File: src/rtl/mux4to1b4.sv
// 4:1 mux of WIDTH-bit inputs with a combinational output (O) and an en-gated
// registered copy (Q, sel_q, valid). Define MUX4TO1B4_PARITY_EN to add registered parity (par).
module mux4to1b4 #(
   parameter int unsigned WIDTH = 4
) (
   input  logic             clk,
   input  logic             rst_n,
   input  logic [1:0]       ctrl,
   input  logic [WIDTH-1:0] A,
   input  logic [WIDTH-1:0] B,
   input  logic [WIDTH-1:0] C,
   input  logic [WIDTH-1:0] D,
   input  logic             en,
   output logic [WIDTH-1:0] O,
   output logic [WIDTH-1:0] Q,
   output logic [1:0]       sel_q,
   output logic             valid
`ifdef MUX4TO1B4_PARITY_EN
   ,
   output logic             par
`endif
);

   logic [WIDTH-1:0] o_c;
   logic [WIDTH-1:0] q_d, q_q;
   logic [1:0]       sel_d, sel_q_q;
   logic             valid_d, valid_q;

   // Select path: all four codes are listed, so no fallback branch is needed.
   always_comb begin
      o_c = A;
      unique case (ctrl)
         2'b00: o_c = A;
         2'b01: o_c = B;
         2'b10: o_c = C;
         2'b11: o_c = D;
      endcase
   end

   always_comb begin
      q_d     = q_q;
      sel_d   = sel_q_q;
      valid_d = en;
      if (en) begin
         q_d   = o_c;
         sel_d = ctrl;
      end
   end

   always_ff @(posedge clk or negedge rst_n) begin
      if (!rst_n) begin
         q_q     <= '0;
         sel_q_q <= 2'b00;
         valid_q <= 1'b0;
      end else begin
         q_q     <= q_d;
         sel_q_q <= sel_d;
         valid_q <= valid_d;
      end
   end

`ifdef MUX4TO1B4_PARITY_EN
   logic par_d, par_q;

   // Parity is captured alongside Q, so it always matches the XOR of Q.
   always_comb begin
      par_d = par_q;
      if (en) par_d = ^o_c;
   end

   always_ff @(posedge clk or negedge rst_n) begin
      if (!rst_n) par_q <= 1'b0;
      else        par_q <= par_d;
   end

   assign par = par_q;
`endif

   assign O     = o_c;
   assign Q     = q_q;
   assign sel_q = sel_q_q;
   assign valid = valid_q;

endmodule

File: config.mk
export PLATFORM = sky130hd
export DESIGN_NAME = mux4to1b4
export DESIGN_NICKNAME = d
export VERILOG_FILES = /design/src/rtl/mux4to1b4.sv
export SDC_FILE = /design/constraint.sdc
export NUM_CORES = 1
export LEC_CHECK = 0
export BUFFER_PORTS_ARGS = -buffer_cell sky130_fd_sc_hd__buf_2
export CAP_MARGIN = 20
export CELL_PAD_IN_SITES_DETAIL_PLACEMENT = 1
export CELL_PAD_IN_SITES_GLOBAL_PLACEMENT = 1
export CORE_MARGIN = 3
export CORE_UTILIZATION = 26
export CTS_CLUSTER_SIZE = 12
export DETAILED_ROUTE_END_ITERATION = 10
export GPL_TIMING_DRIVEN = 0
export PLACE_DENSITY = 0.8
export SLEW_MARGIN = 40
export SYNTH_ARGS = -nofsm -noshare
export SYNTH_HDL_FRONTEND = slang
export SYNTH_SLANG_ARGS = --single-unit
File: constraint.sdc
create_clock -name clk -period 1.05 [get_ports clk]
set_clock_uncertainty 0.15 [all_clocks]
set_input_delay 0 -clock clk [delete_from_list [all_inputs] [get_ports clk]]
set_output_delay 0 -clock clk [all_outputs]
set_load 0.1 [all_outputs]
==> results.ini <==
[setup_path]
path_cells = buf_12
crit_arrival_ns = 0.92
endpoint_kind = output pin
startpoint_type = register
timing_worst_setup_path_type = register to output pin
crit_fanout = 2
cpPeakStageDelay_ns = 0.49
path_delay_family = flip-flops
slowest_stage = dfrtp_4
cp_data_required_time_ns = 0.90
critPathBufInv = 1

[sta]
period_needed_ns = 1.07
setup_slack_ns = -0.0200
fin_crit_sh_pct = 102
slew_headroom_pct = 80.4
worst_pin_slew_ns = 0.288
rsz0062_at_grt = yes
fmax_mhz = 935
hold_viol_final = 7
slew_viol_final = 0
finalSetupViolCount = 6
holdWs_ns = -0.200

[power_and_ir_drop]
vdd_drop_max_mv = 0.889
p_leak_nw = 0.352
power.density_mw_per_mm2 = 1550
power_mw = 1.29

[clocking]
postCtsHoldBufs = 3
post_cts_buffers = 0
cts_max_path_buffers = 2
insertion_delay_ns = 0.25
h-tree-depth = 1
cts_tree = done
clkSinkCount = 7
clk_pin_slew_ns = 0.05
clockRootBuffer = clkbuf_4
cts_made_buffers = 3

[cells_and_area]
final_common_cell = buf_2
diodes = 0
fillers = 142
drive_gt1_share_pct = 75.7
final_cell_mix = buf_2, mux2i_2, dfrtp_4, buf_12, nand2b_1
multi_input_area_um2 = 287
num-nets-final = 92
instances_no_fill = 85
layout.area.seq_um2 = 198
post-route-util_pct = 60.3
area_growth_pct = 104
fin_area_um2 = 833

[grt]
grt_pass1_wl_um = 2460
antenna_found_initial = 0
overflow = 0
grt_pass1_vias = 517
grt_use_total_pct = 17.5
grt_max_degree = 10

[floorplan]
io_pins = 32
initial_utilization_pct = 29.5
core_area_mm2 = 0.00138
core.rowCount = 13
die_h_um = 45.6
die_area_mm2 = 0.00208
dieWidth_um = 45.6

[detailed_routing]
wirelength_um = 1520
wire_per_inst_um = 17.9
dr.pass1.iters = 3
drt_iter0_markers = 6
ant_nets = 0
drc = 0
routed_via_density = 5.00
dr_total_vias = 425

[placed_design]
place_hpwl_um = 1060
dpl_cell_area_um2 = 644
place_inst = 78
port_buffers = 29
gp_congestion = 0.629

[job]
maxCapViolCount = 0

[synth]
ys_seq_area_share_pct = 42.9
synth_warnings = 0
avgSynthCellArea_um2 = 12.0
synth_cell_type_count = 9
syn-cell-area_um2 = 408
syn-instance-count = 34
synth_nets = 55
synth_seq_cells = 7

[hold_path]
hold_path_class = input pin to register

[outcome]
violations = hold timing, setup timing
status = complete, but fails checks

## power by group
part	internal [mW]	total [mW]	switching (mW)
Sequential	0.316	0.348	0.0317
Combinational	0.239	0.688	0.449
Clock	0.146	0.256	0.111
## cells in the mapped netlist
| master | count | area, µm² |
|---|---|---|
| o21ai_0 | 1 | 5.00 |
| dfrtp_1 | 7 | 175 |
| nand2_1 | 1 | 3.75 |
| o221ai_1 | 4 | 35.0 |
| inv_1 | 1 | 3.75 |
| nand2b_1 | 5 | 31.3 |
| mux2i_1 | 12 | 120 |
| mux2_2 | 1 | 11.3 |
| buf_6 | 2 | 22.5 |
## final timing paths
kind	from	cells past startpoint	slack (ns)	endpoint
max in group asynchronous	rst_n	3	0.06	Q[0]
worst max register to register	sel_q[0]	1	0.03	sel_q[0]
worst min register to register	Q[2]	2	0.44	Q[2]
min in group asynchronous	rst_n	3	0.52	sel_q[0]
worst max-delay path	sel_q[1]	1	-0.02	sel_q[1]
worst min-delay path	en	1	-0.20	valid
## state kept, by name, summed over array words and instances (netlist names)
signal  cells
Q           4
sel_q       2
valid       1
## cell type report
class	instances	share of cell area, %
inverter	1	0.450
clock buffer	4	3.15
tap	15	2.25
sequential	7	23.7
multi-input combinational	24	34.4
timing repair buffer	32	33.3
buffer	2	2.70
## logic make-up after synthesis
logic type	synth area share [%]
AOI/OAI and AO/OA	9.81
buffers and inverters	6.44
DFF	42.9
muxes	32.2
and+or+nand+nor	8.59
## stage by stage
stage | setup WS (ns) | setup TNS [ns]
after floorplan | -0.121 | -0.400
after global placement | 0.0153 | 0
after detailed placement | -0.0329 | -0.0675
after CTS | -0.0359 | -0.190
after global routing | -0.0495 | -0.283
final | -0.0200 | -0.108
## routing by layer
metal	share of wire, %	global-route usage, %	vias up	routed length, µm
met1	35	17.1	206	525
met5	0	0	-	0
met3	8.7	3.16	2	132
li1	-	-	199	-
met2	56	33.1	18	848
met4	0.72	10.5	0	11
## what timing repair did
item / CTS / global route
hold endpoints to repair: 14 / 5
gates resized for setup: 32 / 5
endpoints found under the setup margin: 10 / 9
Power figures use the tool's default switching activity.
